===== config.mk =====
export PLATFORM = sky130hd
export DESIGN_NAME = cache_meta_ctrl_flat
export DESIGN_NICKNAME = d
export VERILOG_FILES = /design/src/rtl/cache_meta_ctrl_if.sv /design/src/rtl/cache_meta_ctrl.sv /design/src/flat_wrapper.sv
export SDC_FILE = /design/constraint.sdc
export NUM_CORES = 1
export LEC_CHECK = 0
export ABC_AREA = 0
export CAP_MARGIN = 20
export CORE_ASPECT_RATIO = 1.5
export CORE_MARGIN = 1
export CORE_UTILIZATION = 25
export CTS_BUF_LIST = sky130_fd_sc_hd__clkbuf_8
export DETAILED_ROUTE_END_ITERATION = 8
export MAX_ROUTING_LAYER = met4
export PLACE_DENSITY_LB_ADDON = 0.1
export SETUP_SLACK_MARGIN = 0.4
export SLEW_MARGIN = 20
export SYNTH_ARGS = -nofsm -noshare
export SYNTH_HDL_FRONTEND = slang
export SYNTH_SLANG_ARGS = --single-unit

===== constraint.sdc =====
create_clock -name clk -period 1.8 [get_ports clk]
set_input_delay 0.27 -clock clk [delete_from_list [all_inputs] [get_ports clk]]
set_output_delay 0.27 -clock clk [all_outputs]
set_load 0.02 [all_outputs]

===== src/rtl/cache_meta_ctrl_if.sv =====
// Signal bundle between the cache meta controller and its surroundings:
// lookup request/response, invalidate, refill handshake and meta store port.
interface cache_meta_ctrl_if #(
  parameter int ADDR_BIT   = 32,
  parameter int BLKIDX_BIT = 4,
  parameter int OFFSET_BIT = 4
);
  localparam int TAG_BIT = ADDR_BIT - BLKIDX_BIT - OFFSET_BIT;

  logic                  req_valid;
  logic                  req_ready;
  logic [ADDR_BIT-1:0]   req_addr;
  logic                  resp_valid;
  logic                  resp_ready;
  logic                  resp_hit;
  logic [BLKIDX_BIT-1:0] resp_blkidx;
  logic                  inv_valid;
  logic                  inv_ready;
  logic [BLKIDX_BIT-1:0] inv_blkidx;
  logic                  refill_req;
  logic [ADDR_BIT-1:0]   refill_addr;
  logic                  refill_done;
  logic                  meta_wen;
  logic [BLKIDX_BIT-1:0] meta_blkidx;
  logic [TAG_BIT:0]      meta_wdata;
  logic [TAG_BIT:0]      meta_rdata;

  // The controller side drives the handshake responses and the meta store port.
  modport master (
    input  req_valid, req_addr, resp_ready, inv_valid, inv_blkidx,
           refill_done, meta_rdata,
    output req_ready, resp_valid, resp_hit, resp_blkidx, inv_ready,
           refill_req, refill_addr, meta_wen, meta_blkidx, meta_wdata
  );

  modport slave (
    output req_valid, req_addr, resp_ready, inv_valid, inv_blkidx,
           refill_done, meta_rdata,
    input  req_ready, resp_valid, resp_hit, resp_blkidx, inv_ready,
           refill_req, refill_addr, meta_wen, meta_blkidx, meta_wdata
  );
endinterface


===== src/rtl/cache_meta_ctrl.sv =====
// Lookup/refill controller for a direct-mapped cache. Owns the {valid, tag}
// meta store port, sweeps it to invalid after reset, and sequences refills.
module cache_meta_ctrl #(
  parameter int ADDR_BIT   = 32,
  parameter int BLKIDX_BIT = 4,
  parameter int OFFSET_BIT = 4
) (
  input  logic clk,
  input  logic rst,
  cache_meta_ctrl_if.master bus
);
  localparam int TAG_BIT  = ADDR_BIT - BLKIDX_BIT - OFFSET_BIT;
  localparam int LINE_BIT = ADDR_BIT - OFFSET_BIT;
  localparam logic [BLKIDX_BIT-1:0] LAST_IDX = '1;

  typedef enum logic [2:0] {INIT, IDLE, CHECK, REFILL, RESP} state_t;

  state_t                state;
  state_t                next_state;
  logic [BLKIDX_BIT-1:0] sweep_cnt;
  logic [LINE_BIT-1:0]   line_q;
  logic                  resp_hit_q;
  logic [BLKIDX_BIT-1:0] resp_blkidx_q;

  logic [BLKIDX_BIT-1:0] req_idx;
  logic [BLKIDX_BIT-1:0] lat_idx;
  logic [TAG_BIT-1:0]    lat_tag;
  logic                  hit;
  logic                  accept;

  // Only the line address is kept; the byte offset never matters after accept.
  assign req_idx = bus.req_addr[BLKIDX_BIT+OFFSET_BIT-1:OFFSET_BIT];
  assign lat_idx = line_q[BLKIDX_BIT-1:0];
  assign lat_tag = line_q[LINE_BIT-1:BLKIDX_BIT];
  assign hit     = bus.meta_rdata[TAG_BIT] && (bus.meta_rdata[TAG_BIT-1:0] == lat_tag);
  assign accept  = (state == IDLE) && !bus.inv_valid && bus.req_valid;

  always_ff @(posedge clk or negedge rst) begin
    if (!rst) begin
      state <= INIT;
    end else begin
      state <= next_state;
    end
  end

  always_comb begin
    next_state = state;
    case (state)
      INIT:    if (sweep_cnt == LAST_IDX) next_state = IDLE;
      IDLE:    if (accept) next_state = CHECK;
      CHECK:   next_state = hit ? RESP : REFILL;
      REFILL:  if (bus.refill_done) next_state = RESP;
      RESP:    if (bus.resp_ready) next_state = IDLE;
      default: next_state = INIT;
    endcase
  end

  // Response fields are captured on entry to RESP so they stay stable while stalled.
  always_ff @(posedge clk or negedge rst) begin
    if (!rst) begin
      sweep_cnt     <= '0;
      line_q        <= '0;
      resp_hit_q    <= 1'b0;
      resp_blkidx_q <= '0;
    end else begin
      if (state == INIT) sweep_cnt <= sweep_cnt + 1'b1;
      if (accept) line_q <= bus.req_addr[ADDR_BIT-1:OFFSET_BIT];
      if (state == CHECK && hit) begin
        resp_hit_q    <= 1'b1;
        resp_blkidx_q <= lat_idx;
      end
      if (state == REFILL && bus.refill_done) begin
        resp_hit_q    <= 1'b0;
        resp_blkidx_q <= lat_idx;
      end
    end
  end

  always_comb begin
    bus.req_ready   = 1'b0;
    bus.inv_ready   = 1'b0;
    bus.meta_wen    = 1'b0;
    bus.meta_blkidx = lat_idx;
    bus.meta_wdata  = '0;
    case (state)
      INIT: begin
        bus.meta_wen    = 1'b1;
        bus.meta_blkidx = sweep_cnt;
      end
      IDLE: begin
        bus.req_ready   = !bus.inv_valid;
        bus.inv_ready   = 1'b1;
        bus.meta_blkidx = req_idx;
        if (bus.inv_valid) begin
          bus.meta_wen    = 1'b1;
          bus.meta_blkidx = bus.inv_blkidx;
        end
      end
      REFILL: begin
        if (bus.refill_done) begin
          bus.meta_wen   = 1'b1;
          bus.meta_wdata = {1'b1, lat_tag};
        end
      end
      default: ;
    endcase
  end

  assign bus.resp_valid  = (state == RESP);
  assign bus.resp_hit    = resp_hit_q;
  assign bus.resp_blkidx = resp_blkidx_q;
  assign bus.refill_req  = (state == REFILL);
  assign bus.refill_addr = {line_q, {OFFSET_BIT{1'b0}}};
endmodule


===== src/flat_wrapper.sv =====
// flat-port wrapper written by rule: the top's interface ports become plain ports
module cache_meta_ctrl_flat 
#(
  parameter int ADDR_BIT   = 32,
  parameter int BLKIDX_BIT = 4,
  parameter int OFFSET_BIT = 4
)
  (clk, rst, bus_req_valid, bus_req_addr, bus_resp_ready, bus_inv_valid, bus_inv_blkidx, bus_refill_done, bus_meta_rdata, bus_req_ready, bus_resp_valid, bus_resp_hit, bus_resp_blkidx, bus_inv_ready, bus_refill_req, bus_refill_addr, bus_meta_wen, bus_meta_blkidx, bus_meta_wdata);
  cache_meta_ctrl_if #(.ADDR_BIT(ADDR_BIT), .BLKIDX_BIT(BLKIDX_BIT), .OFFSET_BIT(OFFSET_BIT)) bus_i ();
  input  logic clk;
  input  logic rst;
  input wire logic [$bits(bus_i.req_valid)-1:0] bus_req_valid;
  input wire logic [$bits(bus_i.req_addr)-1:0] bus_req_addr;
  input wire logic [$bits(bus_i.resp_ready)-1:0] bus_resp_ready;
  input wire logic [$bits(bus_i.inv_valid)-1:0] bus_inv_valid;
  input wire logic [$bits(bus_i.inv_blkidx)-1:0] bus_inv_blkidx;
  input wire logic [$bits(bus_i.refill_done)-1:0] bus_refill_done;
  input wire logic [$bits(bus_i.meta_rdata)-1:0] bus_meta_rdata;
  output wire logic [$bits(bus_i.req_ready)-1:0] bus_req_ready;
  output wire logic [$bits(bus_i.resp_valid)-1:0] bus_resp_valid;
  output wire logic [$bits(bus_i.resp_hit)-1:0] bus_resp_hit;
  output wire logic [$bits(bus_i.resp_blkidx)-1:0] bus_resp_blkidx;
  output wire logic [$bits(bus_i.inv_ready)-1:0] bus_inv_ready;
  output wire logic [$bits(bus_i.refill_req)-1:0] bus_refill_req;
  output wire logic [$bits(bus_i.refill_addr)-1:0] bus_refill_addr;
  output wire logic [$bits(bus_i.meta_wen)-1:0] bus_meta_wen;
  output wire logic [$bits(bus_i.meta_blkidx)-1:0] bus_meta_blkidx;
  output wire logic [$bits(bus_i.meta_wdata)-1:0] bus_meta_wdata;
  assign bus_i.req_valid = bus_req_valid;
  assign bus_i.req_addr = bus_req_addr;
  assign bus_i.resp_ready = bus_resp_ready;
  assign bus_i.inv_valid = bus_inv_valid;
  assign bus_i.inv_blkidx = bus_inv_blkidx;
  assign bus_i.refill_done = bus_refill_done;
  assign bus_i.meta_rdata = bus_meta_rdata;
  assign bus_req_ready = bus_i.req_ready;
  assign bus_resp_valid = bus_i.resp_valid;
  assign bus_resp_hit = bus_i.resp_hit;
  assign bus_resp_blkidx = bus_i.resp_blkidx;
  assign bus_inv_ready = bus_i.inv_ready;
  assign bus_refill_req = bus_i.refill_req;
  assign bus_refill_addr = bus_i.refill_addr;
  assign bus_meta_wen = bus_i.meta_wen;
  assign bus_meta_blkidx = bus_i.meta_blkidx;
  assign bus_meta_wdata = bus_i.meta_wdata;
  cache_meta_ctrl #(.ADDR_BIT(ADDR_BIT), .BLKIDX_BIT(BLKIDX_BIT), .OFFSET_BIT(OFFSET_BIT)) u_core (.clk(clk), .rst(rst), .bus(bus_i));
endmodule

Yosys cells after proc, flatten, opt, wreduce, memory -nomap -nowiden

Cells that the tools add are included.

Register bits after elaboration: 40
Input bits: 67
Output and inout bits: 71

Add/sub/neg operators: 1
Equal/unequal tests: 10
Muxes and demuxes: 19
Reductions and logical operators: 9

Operator list:

| cell                                                  | count |
|---|---|
| two-way mux 25 bit                                    | 2 |
| equality test 24 bit                                  | 1 |
| two-way mux 3 bit                                     | 5 |
| case mux 3 bit (5 select lines)                       | 1 |
| two-way mux 4 bit                                     | 3 |
| case mux 4 bit (2 select lines)                       | 1 |
| equality test 3 x 2 -> 1 bit, second input constant   | 2 |
| two-way mux 1 bit                                     | 6 |
| logical AND 1 bit                                     | 5 |
| adder 4 x 1 -> 4 bit, second input constant           | 1 |
| equality test 4 bit, second input constant            | 1 |
| inequality test 2 x 1 -> 1 bit, second input constant | 2 |
| inequality test 2 bit, second input constant          | 2 |
| AND reduction 4 bit                                   | 1 |
| equality test 3 x 1 -> 1 bit, second input constant   | 1 |
| equality test 3 bit, second input constant            | 1 |
| logical NOT 3 bit                                     | 1 |
| case mux 1 bit (3 select lines)                       | 1 |
| nonzero test 2 bit                                    | 1 |
| logical NOT 1 bit                                     | 1 |

Depth between registers and ports, before layout

Depth after elaboration: 5
Gate-level depth with buffers: 7

Least setup slack after synthesis

OpenSTA, ideal clock, no wires.

Kind: reg2out
Start: register u_core.state[2]
End: output bus_meta_wdata[15]
Arrival time: 1,618 ps
Data required time: 1,530 ps
Slack: -88 ps
Stages on the path, launching flop included: 6
Buffers on the path: 2
Cell sequence: dfrtp_1 > buf_2 > nand2b_1 > nor3_2 > clkbuf_1 > and2_1

Cells in the longest elaborated chain, start to end: 2

Ends and longest elaborated chain:

| what                         | line                  | text |
|---|---|---|
| from (decl)                  | cache_meta_ctrl.sv:18 | `state_t state;` |
| from (signal assigned)       | cache_meta_ctrl.sv:42 | `state <= next_state;` |
| equality test 3 x 2 -> 1 bit | cache_meta_ctrl.sv:85 | `case (state)` |
| two-way mux 25 bit           | cache_meta_ctrl.sv:85 |  |
| to (decl)                    | flat_wrapper.sv:28    | `output wire logic [$bits(bus_i.meta_wdata)-1:0] bus_meta_wdata;` |

Every way passes these cells.

Worst setup path in the final report

Start: register u_core.state[2]
End: register u_core.line_q[11]

Cells in the longest elaborated chain, start to end: 3

Ends and longest elaborated chain:

| what                           | line                  | text |
|---|---|---|
| equality test 3 x 1 -> 1 bit   | cache_meta_ctrl.sv:36 | `assign accept = (state == IDLE) && !bus.inv_valid && bus.req_valid;` |
| logical AND 1 bit (2 in a row) | cache_meta_ctrl.sv:36 |  |
| to (signal assigned)           | cache_meta_ctrl.sv:67 | `if (accept) line_q <= bus.req_addr[ADDR_BIT-1:OFFSET_BIT];` |
| to (decl)                      | cache_meta_ctrl.sv:21 | `logic [LINE_BIT-1:0] line_q;` |

Every way passes these cells.
A chain may end at the register's enable or synchronous reset.

==> impl_metrics.toml <==
[setup_path]
required_ns = 1.99
path_delay_family = "buffers and inverters"
rr_worst_depth = 9
cp_cell_sequence = "buf_6 -> buf_6 -> buf_6 -> nor2_4 -> buf_6 -> nand3_4 -> buf_12 -> buf_16 -> mux2_4"
end_kind = "flop"
cp_num_buf_inv = 6
cp_num_cells = 9
startpoint_type = "flop"
cp_common_cell = "buf_6"
crit_slowest_cell = "dfrtp_1"
crit_type = "reg -> reg"
cp_max_fo = 5
slowest_delay_ns = 0.41
worstPathArrival_ns = 2.03

[timing]
period_share = 1.03
rsz0062_at_grt = "true"
postLayoutSetupSlackWorst_ns = -0.0451
finClkSkew_ns = 0.00905
relSlewSlack = 0.658
hold_slack_ns = 0.461
tightest_slew_ns = 0.513
finalHoldViolCount = 0
period_minus_slack_ns = 1.85
clock.fmax_mhz = 542
finalSetupViolations = 32
final_max_slew_viol_count = 0

[placed_design]
portBuffers = 129
dp_hpwl_mm = 5.57
gp_congestion = 0.746

[routing]
first_iter_violations = 41
wirelength_mm = 8.28
drtPass1Iterations = 4
detail_route.wl_per_cell_um = 16.0
ant_nets = 0
route.detailed.drc = 0
post_drt_via_cell_ratio = 4.48
vias = 2322

[hold_path]
min_path_type = "in -> async"

[clock_network]
ctsLongestPathBuffers = 2
h-tree-depth = 2
cts_tree = "done"
numCtsBuffers = 5
cts.root.buffer_cell = "clkbuf_8"
path_clk_slew_ns = 0.09
clock_latency_ns = 0.30
cts.sinks = 40

[floorplanning]
die_y_um = 119
dieArea_sq_um = 9500
start_util = 0.258
fp.dieW_um = 79.9
core_area_sq_um = 8830
num_rows = 42
boundaryPins = 138

[cells_and_area]
n_fill_cell = 775
area_delta_synth_final_pct = 120
final_util = 0.567
num_antenna_cells = 0
nNetsFinal = 475
layout-drive-gt1-share = 0.600

[logic_synthesis]
avgSynthCellArea_sq_um = 10.8
synth_top_area_share = 0.440
synthArstFlopShare = 1.00
seq_area_frac_synth = 0.440
ys_types = 41
synth-edff-count = 0
synth_cells = 211
synthTopCellsByArea = "dfrtp_1, mux2_2, xnor2_1"
syn_area_sq_um = 2280
yosys.area.top_type = "dfrtp_1"
ys.flop_type = "dfrtp_1"
synth-seq-cells = 40
ys_warn_count = 0

[run_status]
status = "finished, violations left"
violations = "setup timing"

[grt]
grt_pass1_vias = 2430
grt.total_usage = 0.180
grt_pass1_wl_mm = 12.4
gr-total-overflow = 0
grt_max_degree = 22
antenna_found_initial = 0

[power]
leakage_uw = 0.00233
irDropWorstVdd_mv = 0.789
p_per_area_nw_per_um2 = 1520

[flow_run]
cap_viol_max_count = 0
## layout by cell type (no fill, tap or decap), drive strengths merged, types with 2 or more instances in the layout
master,Yosys,routed
clkdlybuf4s50,0,57
nand2b,4,4
clkdlybuf4s15,0,5
and2,22,22
nor2,8,8
xnor2,23,23
dlygate4sd2,0,19
nor4,4,4
a21oi,7,7
nand2,10,10
dfrtp,40,40
clkbuf,3,9
o21ai,8,8
nor3,2,2
conb,1,4
buf,10,112
nand3,3,3
mux2i,4,4
mux2,33,33
nand4,6,6
inv,8,10
## Yosys cell counts (3+ instances only)
cell      count
nor2_1        8
nand2_1      10
clkbuf_1      3
nand4_1       6
inv_1         8
buf_4         4
buf_2         6
dfrtp_1      40
nor4_1        3
mux2_2       20
and2_1       21
nand3_1       3
nand2b_1      4
mux2i_1       4
xnor2_1      22
a21oi_1       6
o21ai_0       7
mux2_1       13
## routing by layer
layer / vias to the layer above / track usage / share of wire
li1: 1106 / - / -
met1: 1119 / 0.193 / 0.38
met2: 83 / 0.329 / 0.55
met3: 14 / 0.0268 / 0.044
met4: 0 / 0.0658 / 0.027
met5: - / - / 0
## area by class of cell
type / instances / area, sq um / share of cell area
multi-input cells: 152 / 1630 / 0.326
clock buffers: 5 / 68.8 / 0.0137
flip-flops and latches: 40 / 1020 / 0.203
well taps: 110 / 138 / 0.0275
inverters: 9 / 38.8 / 0.00775
clock inverters: 3 / 46.3 / 0.00925
repair buffers: 199 / 2060 / 0.412
## registers in the layout, summed over array words and instances, names as in the netlist
| name | count |
|---|---|
| u_core.line_q | 28 |
| u_core.bus.resp_blkidx | 4 |
| u_core.sweep_cnt | 4 |
| u_core.state | 3 |
| u_core.bus.resp_hit | 1 |
## worst paths after layout
kind | from | to | slack, ns
max | u_core.state[2] | u_core.line_q[11] | -0.05
min | rst | u_core.bus.resp_blkidx[1] | 0.46
min in group clk | u_core.bus.resp_blkidx[3] | u_core.bus.resp_blkidx[3] | 0.52
max in group asynchronous | rst | u_core.line_q[22] | 0.81
min reg2reg | u_core.bus.resp_blkidx[3] | u_core.bus.resp_blkidx[3] | 0.52
max reg2reg | u_core.state[2] | u_core.line_q[11] | -0.05
## power breakdown
group	switching [uW]	internal, uW	total, uW	leakage [uW]
combinational	2200	2770	4970	0.00181
clock	357	418	775	0.0000548
sequential	483	1370	1860	0.000470
total	3040	4560	7610	0.00233
## metrics by stage
stage                     TNS [ns]  instances  setup slack [ns]  power (uW)  area, sq um
after CTS                   -0.817        500           -0.0511        7110         4720
after detailed placement    -20.49        472            -0.554        5700         4060
final                       -0.651        518           -0.0451        7610         5010
after floorplan                  0        214             0.138        3840         2470
after global placement      -19.89        472            -0.509        5670         4060
after global routing         -3.39        518            -0.139        8040         5010
## worst reg2reg max path, delay by kind of cell (launching register included)
kind          cells  cell delay [ns]
buf+inv           6             0.80
flops             1             0.41
mux               1             0.29
simple gates      2             0.26
## timing repair
| item | CTS | global route |
|---|---|---|
| pin swaps | 23 | 17 |
| hold buffers | 1 | 0 |
| buffers inserted | 14 | 17 |
| gates resized for setup | 338 | 64 |
| setup endpoints to repair | 104 | 84 |
| hold endpoints to repair | 19 | 0 |
| gates cloned | 5 | 1 |
## kinds of logic after synthesis
| group | share of synthesized area |
|---|---|
| multiplexers | 0.181 |
| buffers and inverters | 0.0462 |
| AO/OA/AOI/OAI | 0.0610 |
| AND/OR/NAND/NOR | 0.170 |
| adder cells (fa/ha/maj) | 0.00549 |
| XOR/XNOR | 0.0956 |
| flip-flops | 0.440 |
| other | 0.00165 |
(Power assumes the default switching activity.)
